`config.mk`:
```
export PLATFORM = sky130hd
export DESIGN_NAME = addsub_slice_seq
export DESIGN_NICKNAME = d
export VERILOG_FILES = /design/src/rtl/addsub_slice_seq.sv
export SDC_FILE = /design/constraint.sdc
export NUM_CORES = 1
export LEC_CHECK = 0
export BUFFER_PORTS_ARGS = -buffer_cell sky130_fd_sc_hd__buf_4
export CAP_MARGIN = 0
export CORE_MARGIN = 2
export CORE_UTILIZATION = 56
export DETAILED_ROUTE_END_ITERATION = 12
export MAX_ROUTING_LAYER = met4
export PLACE_DENSITY = 0.93
export RECOVER_POWER = 25
export SYNTH_ARGS = -nofsm -noshare
export SYNTH_HDL_FRONTEND = slang
export SYNTH_SLANG_ARGS = --single-unit
```
`constraint.sdc`:
```
create_clock -name clk -period 8.3 [get_ports clk]
set_clock_uncertainty 0.05 [all_clocks]
set_input_delay 1.66 -clock clk [delete_from_list [all_inputs] [get_ports clk]]
set_output_delay 1.66 -clock clk [all_outputs]
set_load 0.01 [all_outputs]
```
`src/rtl/addsub_slice_seq.sv`:
```
`default_nettype none
// ============================================================================
// Module   : addsub_slice_seq
// Function : Multi-cycle WIDTH-bit adder/subtractor, one SLICE-bit slice per
//            clock (LSB first), valid/ready handshake and result flags.
// Revision : 1.0
// ============================================================================
module addsub_slice_seq #(
    parameter int WIDTH = 16,
    parameter int SLICE = 4
) (
    input  logic             clk,
    input  logic             rst,
    input  logic             in_valid,
    output logic             in_ready,
    input  logic [WIDTH-1:0] inA,
    input  logic [WIDTH-1:0] inB,
    input  logic             add_sub_sel,
    input  logic             c_in,
    output logic             out_valid,
    input  logic             out_ready,
    output logic [WIDTH-1:0] out,
    output logic             c_out,
    output logic             ovf,
    output logic             zero,
    output logic             neg
);

    localparam int NSLICE = WIDTH / SLICE;
    localparam int CW     = (NSLICE > 1) ? $clog2(NSLICE) : 1;

    localparam logic [CW-1:0] c_last_slice = CW'(NSLICE - 1);

    localparam logic [1:0] c_idle = 2'd0;
    localparam logic [1:0] c_run  = 2'd1;
    localparam logic [1:0] c_done = 2'd2;

    generate
        if ((SLICE < 1) || (SLICE > WIDTH) || ((WIDTH % SLICE) != 0)) begin : g_bad_params
            $error("addsub_slice_seq: WIDTH must be a non-zero multiple of SLICE");
        end
    endgenerate

    logic [1:0]       r_state;
    logic [1:0]       w_state_next;
    logic [CW-1:0]    r_k;
    logic             r_carry;
    logic             r_sub;
    logic [WIDTH-1:0] r_a;
    logic [WIDTH-1:0] r_b;
    logic [WIDTH-1:0] r_out;
    logic             r_c_out;
    logic             r_ovf;
    logic             r_zero;
    logic             r_neg;

    logic [SLICE-1:0] w_a_slice;
    logic [SLICE-1:0] w_b_slice;
    logic [SLICE-1:0] w_b_eff;
    logic [SLICE:0]   w_sum_full;
    logic [SLICE-1:0] w_sum;
    logic             w_msb_cin;
    logic             w_last;
    logic             w_accept;
    logic [WIDTH-1:0] w_out_next;

    // ---------------- FSM: state register ----------------
    always_ff @(posedge clk) begin
        if (rst) begin
            r_state <= c_idle;
        end else begin
            r_state <= w_state_next;
        end
    end

    // ---------------- FSM: next-state logic ----------------
    always_comb begin
        w_state_next = r_state;
        case (r_state)
            c_idle:  if (in_valid) w_state_next = c_run;
            c_run:   if (w_last)   w_state_next = c_done;
            c_done:  if (out_ready) w_state_next = c_idle;
            default: w_state_next = c_idle;
        endcase
    end

    // ---------------- FSM: outputs ----------------
    always_comb begin
        in_ready  = 1'b0;
        out_valid = 1'b0;
        case (r_state)
            c_idle:  in_ready  = 1'b1;
            c_done:  out_valid = 1'b1;
            default: begin
                in_ready  = 1'b0;
                out_valid = 1'b0;
            end
        endcase
    end

    assign w_accept = in_valid && (r_state == c_idle);
    assign w_last   = (r_k == c_last_slice);

    // Select the operand slice addressed by the slice counter.
    always_comb begin
        w_a_slice = '0;
        w_b_slice = '0;
        for (int i = 0; i < NSLICE; i++) begin
            if (r_k == CW'(i)) begin
                w_a_slice = r_a[i*SLICE +: SLICE];
                w_b_slice = r_b[i*SLICE +: SLICE];
            end
        end
    end

    assign w_b_eff    = r_sub ? ~w_b_slice : w_b_slice;
    assign w_sum_full = {1'b0, w_a_slice} + {1'b0, w_b_eff} + {{SLICE{1'b0}}, r_carry};
    assign w_sum      = w_sum_full[SLICE-1:0];
    // Carry entering the top bit of this slice; only meaningful on the last slice.
    assign w_msb_cin  = w_a_slice[SLICE-1] ^ w_b_eff[SLICE-1] ^ w_sum[SLICE-1];

    // Full result with the current slice merged in, so zero covers all WIDTH bits.
    always_comb begin
        w_out_next = r_out;
        for (int i = 0; i < NSLICE; i++) begin
            if (r_k == CW'(i)) begin
                w_out_next[i*SLICE +: SLICE] = w_sum;
            end
        end
    end

    // ---------------- Datapath ----------------
    always_ff @(posedge clk) begin
        if (rst) begin
            r_k     <= '0;
            r_carry <= 1'b0;
            r_sub   <= 1'b0;
            r_a     <= '0;
            r_b     <= '0;
            r_out   <= '0;
            r_c_out <= 1'b0;
            r_ovf   <= 1'b0;
            r_zero  <= 1'b0;
            r_neg   <= 1'b0;
        end else if (w_accept) begin
            r_a     <= inA;
            r_b     <= inB;
            r_sub   <= add_sub_sel;
            r_carry <= add_sub_sel ? ~c_in : c_in;
            r_k     <= '0;
        end else if (r_state == c_run) begin
            r_out   <= w_out_next;
            r_carry <= w_sum_full[SLICE];
            if (w_last) begin
                r_c_out <= w_sum_full[SLICE];
                r_ovf   <= w_msb_cin ^ w_sum_full[SLICE];
                r_zero  <= (w_out_next == '0);
                r_neg   <= w_sum[SLICE-1];
            end else begin
                r_k <= r_k + CW'(1);
            end
        end
    end

    assign out   = r_out;
    assign c_out = r_c_out;
    assign ovf   = r_ovf;
    assign zero  = r_zero;
    assign neg   = r_neg;

endmodule
`default_nettype wire

```
After elaboration in Yosys (flattened, before gate mapping)
Cells that the tools add are included.
Operators by class
  add/sub/neg operators: 3
  equal/unequal tests: 8
  multiplexer cells: 22
  bitwise gates (word level): 7
  reductions and logical operators: 10
Operators by type and width (count)
  two-way mux 4 bit: 13
  zero test 16 bit: 1
  == test 2 bit, second input constant: 3
  two-way mux 2 bit: 3
  inequality test 2 bit, second input constant: 3
  case mux 2 bit (3 select lines): 1
  AND reduction 3 bit: 2
  adder 4 x 4 -> 5 bit: 1
  adder 5 x 1 -> 5 bit: 1
  two-way mux 1 bit: 5
  == test 2 x 1 -> 1 bit, second input constant: 2
  zero test 2 bit: 2
  NOT 4 bit: 1
  AND reduction 2 bit: 2
  NOT 1 bit: 3
  XOR 1 bit: 3
  adder 2 x 1 -> 2 bit, second input constant: 1
  nonzero test 2 bit: 1
  OR reduction 2 bit: 1
  logical AND 1 bit: 1
Word-level totals
  register bits after elaboration: 58
  bits of input ports: 38
  output and inout bits: 22
  logic and storage cells: 61

Depth between registers and ports, before layout
Gate-level depths: netlist of the first run.
  word-level depth: 11
  depth in mapped cells: 15
  depth with buffers taken out: 13

Worst setup path before layout of the first run
Ideal clock, no wire load.
  path kind: reg2reg
  start: register r_k[0]
  end: register r_zero, in the netlist zero
  setup time: 0.088 ns
  data arrival time: 3.036 ns
  required time: 8.162 ns
  slack: 5.126 ns
  stages on the path, launching flop included: 14
  period minus slack after synthesis: 3.174 ns
  cells stage by stage: dfxtp_1 -> ha_1 -> buf_2 -> clkbuf_1 -> nand2_1 -> a21oi_1 -> a21oi_1 -> o21ai_0 -> fa_1 -> inv_1 -> fa_1 -> o2111ai_1 -> or4_1 -> o32ai_2
Between the ends
  longest elaborated chain between the ends: 11
  elaborated cells between the ends (all ways): 22
  classes of those cells: add/sub (2); eq/ne (3); mux (13); bitwise (1); reduce/logical (3)
Ends and longest elaborated chain
  start: declaration: RTL line 46  | logic [CW-1:0] r_k;
  start signal: assignment: RTL line 160  | r_k <= r_k + CW'(1);
  zero test 2 bit: RTL line 109, 126
  two-way mux 4 bit (4 in series): RTL line 109  | if (r_k == CW'(i)) begin
  NOT 4 bit: RTL line 116  | assign w_b_eff = r_sub ? ~w_b_slice : w_b_slice;
  two-way mux 4 bit: RTL line 116
  adder 4 x 4 -> 5 bit: RTL line 117  | assign w_sum_full = {1'b0, w_a_slice} + {1'b0, w_b_eff} + {{SLICE{1'b0}}, r_carry};
  adder 5 x 1 -> 5 bit: RTL line 117
  two-way mux 4 bit: RTL line 126  | if (r_k == CW'(i)) begin
  zero test 16 bit: RTL line 157  | r_zero <= (w_out_next == '0);
  end signal: assignment: RTL line 157
  end: declaration: RTL line 54  | logic r_zero;
Several ways; a longest one is shown, not always the timed one.
A chain may end at the register's enable or synchronous reset.

==> results.txt, run 1 <==
# fillers: 388
critical path endpoint category: flip-flop
Die Span Y: 73.0 um
Core ar.: 4660 um^2
Design Area, Final: 3170 um^2
clk slew on worst S/H paths: 0.06 ns
DIE AREA: 5330 um^2
FF-to-FF Start: r_k[0]
Sequential Area: 1160 um^2
HP Class: reg2reg
failing checks: capacitance limit, slew limit
hold worst-path end: r_b[8]
Antenna Cells: 0
row count: 25
Hold Buf Count CTS: 0
final max-slew violation count: 58
global route overflow: 0
DP Area: 3090 um^2
Yosys reg bits: 58
sw frac: 26.6%
Initial Utilization: 57.2%
largest net degree at the start of global routing: 58
Critical Path Source Type: primary input
vias in the first global route: 2444
first-pass GRT wire length: 10600 um
setup_tns: 0 ns
Post-DP HPWL: 4550 um
GPL Wtd Cong: 0.877
WHS: 0.404 ns
Hold Fails Final Rpt: 0
1st-iter DRT viols: 244
Cell Area, Synth: 2670 um^2
worst-path fanout max: 57
Syn Nets: 393
final setup violation count: 0
Fmax: 0.256 GHz
PortBufs: 59
H-tree depth: 3
cts repair resizes: 0
Post-synth EDFFs: 0
Final min period: 3.90 ns
initial antenna violation count: 0
I/O pin count: 60
Final nets: 442
worst hold start: r_b[8]
Flop pwr share: 48.9%
Post-CTS Setup Inserts: 0
# Max-Cap Violations: 1
CP arrival: 4.06 ns
worst slew pin tran: 2.42 ns
share of the synthesized area in the top cell type: 43.5%
Post-Synthesis Cells: 346
Ys Warns: 0
Post-Layout Cell Count: 451
FF-to-FF setup slack: 4.80 ns
worst r2r dst: zero
layout cells sized above 1: 13.6%
CTS Buf Count: 9
Cells after DPL: 438
fin crit share: 47.0%
required time of the worst setup path: 8.46 ns
Post-Route WL: 6360 um
ys async rst share: 0%
combinational power share: 15.8%
RSZ-0062 raised after global routing: false
CTS max path bufs: 2
clock sinks: 58
routed via count: 2565
Leak Pwr: 1.24 nW
drt wl/cell: 14.1 um
Worst-Skew Late Latency: 0.34 ns
worst hold path cell count: 2
footprint of the multi-input gates: 1370 um^2
PwrDens: 195 nW/um^2
NetSw: 0.000164 W
vias per inst: 5.69
WS Path Type: in2reg
# DRC: 0
sequential area share after synthesis: 43.5%
CTS tree: done
area growth from synthesis to layout: 18.9%
mean post-synth cell area: 7.71 um^2
maximum VDD drop: 0.000128 V
biggest area consumer among synthesized cells: dfxtp_1
status: finished with violations
Core Util, Final: 68.0%
GRT Util Overall: 26.6%
power share of the clock group: 35.3%
P_int: 0.000454 W
Max-slew headroom: -61.2%
R2R cell count: 12
post-detailed-route count of antenna-violating nets: 0
ys flop type: dfxtp_1
root buf cell: clkbuf_8
Synth cell types: 38
drt first pass iters: 4
width of the die: 73.0 um
top area cells in the synthesized netlist: dfxtp_1 (44%), nand2_1 (13%), a21oi_1 (12%), ha_1 (3.3%), nor2_1 (2.7%)
per-stage QoR:
stage | power (W) | setup slack [ns]
2_1_floorplan | 0.000372 | 5.13
3_3_place_gp | 0.000401 | 4.97
3_5_place_dp | 0.000406 | 4.83
4_1_cts | 0.000620 | 4.81
5_1_grt | 0.000646 | 4.17
6_report | 0.000618 | 4.40
power by group through the flow:
stage | Sequential (W) | Combinational, W | Clock (W)
detailed placement | 0.000308 | 0.0000982 | 0
global placement | 0.000307 | 0.0000939 | 0
finish | 0.000302 | 0.0000976 | 0.000218
floorplan | 0.000305 | 0.0000662 | 0
CTS | 0.000302 | 0.0000986 | 0.000219
global route | 0.000304 | 0.000109 | 0.000233
per-layer routing:
layer  routed length (um)  share of wire [%]  global-route usage (%)  vias up
li1                     -                  -                       -     1254
met1                 2590                 41                    29.0     1200
met2                 3260                 51                    44.9       90
met3                  362                5.7                    8.29       21
met4                  146                2.3                    10.7        0
met5                    0                  0                       -        -
state kept, by name, indices dropped and copies added, names as in the netlist:
register	flops
r_a	16
r_sub	1
out	16
zero	1
neg	1
r_state	2
r_k	2
c_out	1
r_carry	1
r_b	16
ovf	1
kinds of logic (layout without fill, tap and decap cells):
group | count (synthesis) | count (layout) | share of synthesized area, %
AO/OA/AOI/OAI | 89 | 89 | 18.3
XOR/XNOR | 8 | 8 | 2.63
adder cells (fa/ha/maj) | 9 | 9 | 4.78
buffers and inverters | 31 | 82 | 4.97
flip-flops | 58 | 58 | 43.5
multiplexers | 4 | 4 | 1.50
AND/OR/NAND/NOR | 147 | 147 | 24.2
cell usage in the layout (no fill, tap or decap), drive strengths merged, types with 2 or more instances in the layout:
master and n:
nand2 93, a21oi 64, dfxtp 58, buf 40, clkbuf 33, nor2 19, o21ai 12, inv 9
nand3b 7, ha 7, xnor2 6, nor3 5, or3 5, a22oi 4, mux2i 4, nand3 4
nor2b 3, xor2 2, and2b 2, and2 2, nor4 2, fa 2
how the worst max path moves through the flow:
stage / cells after the start / slack (ns) / startpoint / to
global route: 5 / 4.17 / rst / zero
detailed placement: 12 / 4.83 / r_k[1] / zero
floorplan: 13 / 5.13 / r_k[0] / zero
global placement: 12 / 4.97 / r_k[1] / zero
CTS: 12 / 4.81 / r_k[1] / zero
finish: 5 / 4.40 / rst / zero
synth_stat cells (all sizes together) (2+ instances only):
master / count
nor2b: 3
dfxtp: 58
or3: 5
o21ai: 12
nand3: 4
xor2: 2
and2b: 2
buf: 11
fa: 2
a22oi: 4
a21oi: 64
inv: 9
and2: 2
nand3b: 7
nor3: 5
nand2: 93
xnor2: 6
nor4: 2
clkbuf: 11
ha: 7
nor2: 19
mux2i: 4
worst max-delay path, stage by stage:
cell and delay (ns):
clkbuf_1 1.68, inv_1 0.26, o2111ai_1 0.22, or4_1 0.15, o32ai_2 0.07
area by class of cell:
class / instances / area share [%]
repair buffers: 60 / 11.8
clock buffers: 13 / 5.01
multi-input cells: 257 / 43.3
well taps: 54 / 2.13
inverters: 9 / 1.07
flip-flops and latches: 58 / 36.6
(Power assumes the default switching activity.)
==> run 2, diff against run 1 <==
Settings changed: CORE_UTILIZATION 56 to 48, PLACE_DENSITY 0.93 to 0.86.
Clock period 8.3 ns to 3.4 ns, I/O delays scaled along.
==> results.txt, run 2 (same netlist as run 1, synthesis figures left out) <==
DIE AREA: 6170 um^2 (+16%)
most frequent cells in the layout: nand2_1 (93), a21oi_1 (64), dfxtp_1 (57)
NetSw: 0.000431 W (+160%)
Core ar.: 5440 um^2 (+17%)
worst-path fanout max: 6 (-89%)
Max-slew headroom: 3.96% (+65 points)
worst hold path cell count: 2 (unchanged)
vias per inst: 5.25 (-7.7%)
combinational power share: 14.5% (-1.3 points)
final max-slew violation count: 0 (-100%)
# DRC: 0 (unchanged)
drt first pass iters: 4 (unchanged)
final setup violation count: 0 (unchanged)
Die Span Y: 78.6 um (+7.6%)
initial antenna violation count: 0 (unchanged)
critical path endpoint category: flip-flop
Post-Layout Cell Count: 479 (+6.2%)
root buf cell: clkbuf_8
clock sinks: 58 (unchanged)
width of the die: 78.6 um (+7.6%)
vias in the first global route: 2401 (-1.8%)
drt wl/cell: 13.6 um (-3.4%)
required time of the worst setup path: 3.60 ns (-4.86 ns)
post-detailed-route count of antenna-violating nets: 0 (unchanged)
row count: 27 (+8.0%)
WS Path Type: reg2reg
worst slew pin tran: 1.44 ns (-0.978 ns)
I/O pin count: 60 (unchanged)
1st-iter DRT viols: 222 (-9.0%)
Critical Path Source Type: flip-flop
global route overflow: 0 (unchanged)
# fillers: 487 (+26%)
Leak Pwr: 1.34 nW (+8.5%)
HP Class: reg2reg
Fmax: 0.311 GHz
PortBufs: 59 (unchanged)
status: complete, no violations
Cell Chain, Critical Path: inv_1 -> ha_1 -> nand3b_1 -> a21oi_1 -> a21oi_1 -> o21ai_1 -> fa_1 -> inv_1 -> fa_1 -> xnor2_1 -> nand3b_1 -> or4_1 -> o32ai_2
power share of the clock group: 42.7% (+7.4 points)
# Max-Cap Violations: 0 (-1)
slowest CP cell: or4_1
routed via count: 2514 (-2.0%)
Core Util, Final: 62.0% (-6.1 points)
slowest cell delay on critical path: 0.43 ns (-1.25 ns)
Sequential Area: 1160 um^2 (+0.11%)
Final nets: 449 (+1.6%)
most common cell after layout, fill and taps aside: nand2_1
Final min period: 3.21 ns
Initial Utilization: 49.0% (-8.2 points)
Antenna Cells: 0 (unchanged)
PwrDens: 512 nW/um^2 (+160%)
Cells after DPL: 463 (+5.7%)
CTS tree: done
Hold Buf Count CTS: 0 (unchanged)
area growth from synthesis to layout: 26.4%
CP arrival: 3.41 ns (-0.65 ns)
Worst-Skew Late Latency: 0.33 ns (about the same)
R2R cell count: 13 (+1)
Hold Fails Final Rpt: 0 (unchanged)
Post-DP HPWL: 4640 um (+2.1%)
maximum VDD drop: 0.000333 V (+160%)
fin crit share: 94.5%
clk slew on worst S/H paths: 0.06 ns (about the same)
CTS Buf Count: 9 (unchanged)
largest net degree at the start of global routing: 58 (unchanged)
H-tree depth: 3 (unchanged)
sw frac: 25.0% (-1.6 points)
Post-Route WL: 6530 um (+2.6%)
footprint of the multi-input gates: 1390 um^2 (+1.1%)
GRT Util Overall: 23.5% (-3.1 points)
CTS max path bufs: 2 (unchanged)
first-pass GRT wire length: 11100 um (+4.4%)
Flop pwr share: 42.8% (-6.1 points)
P_int: 0.00130 W (+190%)
GPL Wtd Cong: 0.878 (+0.17%)
layout cells sized above 1: 18.9% (+5.3 points)
[run 2: cell types whose count changed in the layout (fill, tap and decap cells not counted), moves of 2 or more]
cell / previous run / this run
bufinv_16: 0 / 2
clkbuf_1: 22 / 12
ha_1: 7 / 5
buf_4: 40 / 55
[run 2: path summary, 6_finish.rpt]
path         startpoint      to  slack [ns]
max              r_k[0]    zero        0.19
min              r_a[3]  r_a[3]        0.41
max reg2reg      r_k[0]    zero        0.19
min reg2reg      r_a[3]  r_a[3]        0.41
[run 2: stage by stage]
| stage | setup WS, ns | hold slack, ns | cell area [um^2] | total power (W) | setup TNS, ns |
|---|---|---|---|---|---|
| 4_1_cts | 0.0803 | 0.408 | 3400 | 0.00174 | 0 |
| 3_3_place_gp | 0.272 | 0.395 | 3160 | 0.000993 | 0 |
| 2_1_floorplan | 0.226 | 0.382 | 2670 | 0.000907 | 0 |
| 6_report | 0.188 | 0.406 | 3370 | 0.00173 | 0 |
| 5_1_grt | -0.0286 | 0.422 | 3370 | 0.00181 | -0.0286 |
| 3_5_place_dp | 0.117 | 0.400 | 3160 | 0.00100 | 0 |
[run 2: critical path, delay by kind of cell, from the launching register on]
kind	cells	cell delay [ns]
compound gates	4	0.64
xor+xnor	1	0.20
fa+ha+maj	3	0.94
buf+inv	2	0.21
flops	1	0.35
simple gates	3	0.73
[run 2: final cells by class]
class,instances,area share (%)
clock buffers,12,4.90
clock inverters,4,2.15
inverters,9,1.00
multi-input cells,257,41.2
flip-flops and latches,58,34.5
well taps,72,2.67
repair buffers,67,13.6
[run 2: power groups by stage]
stage / Sequential (W) / Combinational, W / Clock [W]
after floorplan: 0.000746 / 0.000162 / 0
after global placement: 0.000751 / 0.000242 / 0
after detailed placement: 0.000753 / 0.000250 / 0
after CTS: 0.000738 / 0.000251 / 0.000747
after global routing: 0.000742 / 0.000284 / 0.000779
final: 0.000738 / 0.000251 / 0.000738
[run 2: routing by layer]
layer | global-route usage [%] | up-vias | part of all wire, %
met4 | 7.54 | 0 | 1.1
li1 | - | 1273 | -
met3 | 7.24 | 8 | 5.8
met2 | 39.1 | 82 | 50
met1 | 27.2 | 1151 | 43
met5 | - | - | 0
[run 2: timing repair]
item | 4_1_cts | 5_1_grt
endpoints found under the setup margin | 0 | 1
setup buffers | 0 | 0
resized for setup | 0 | 5
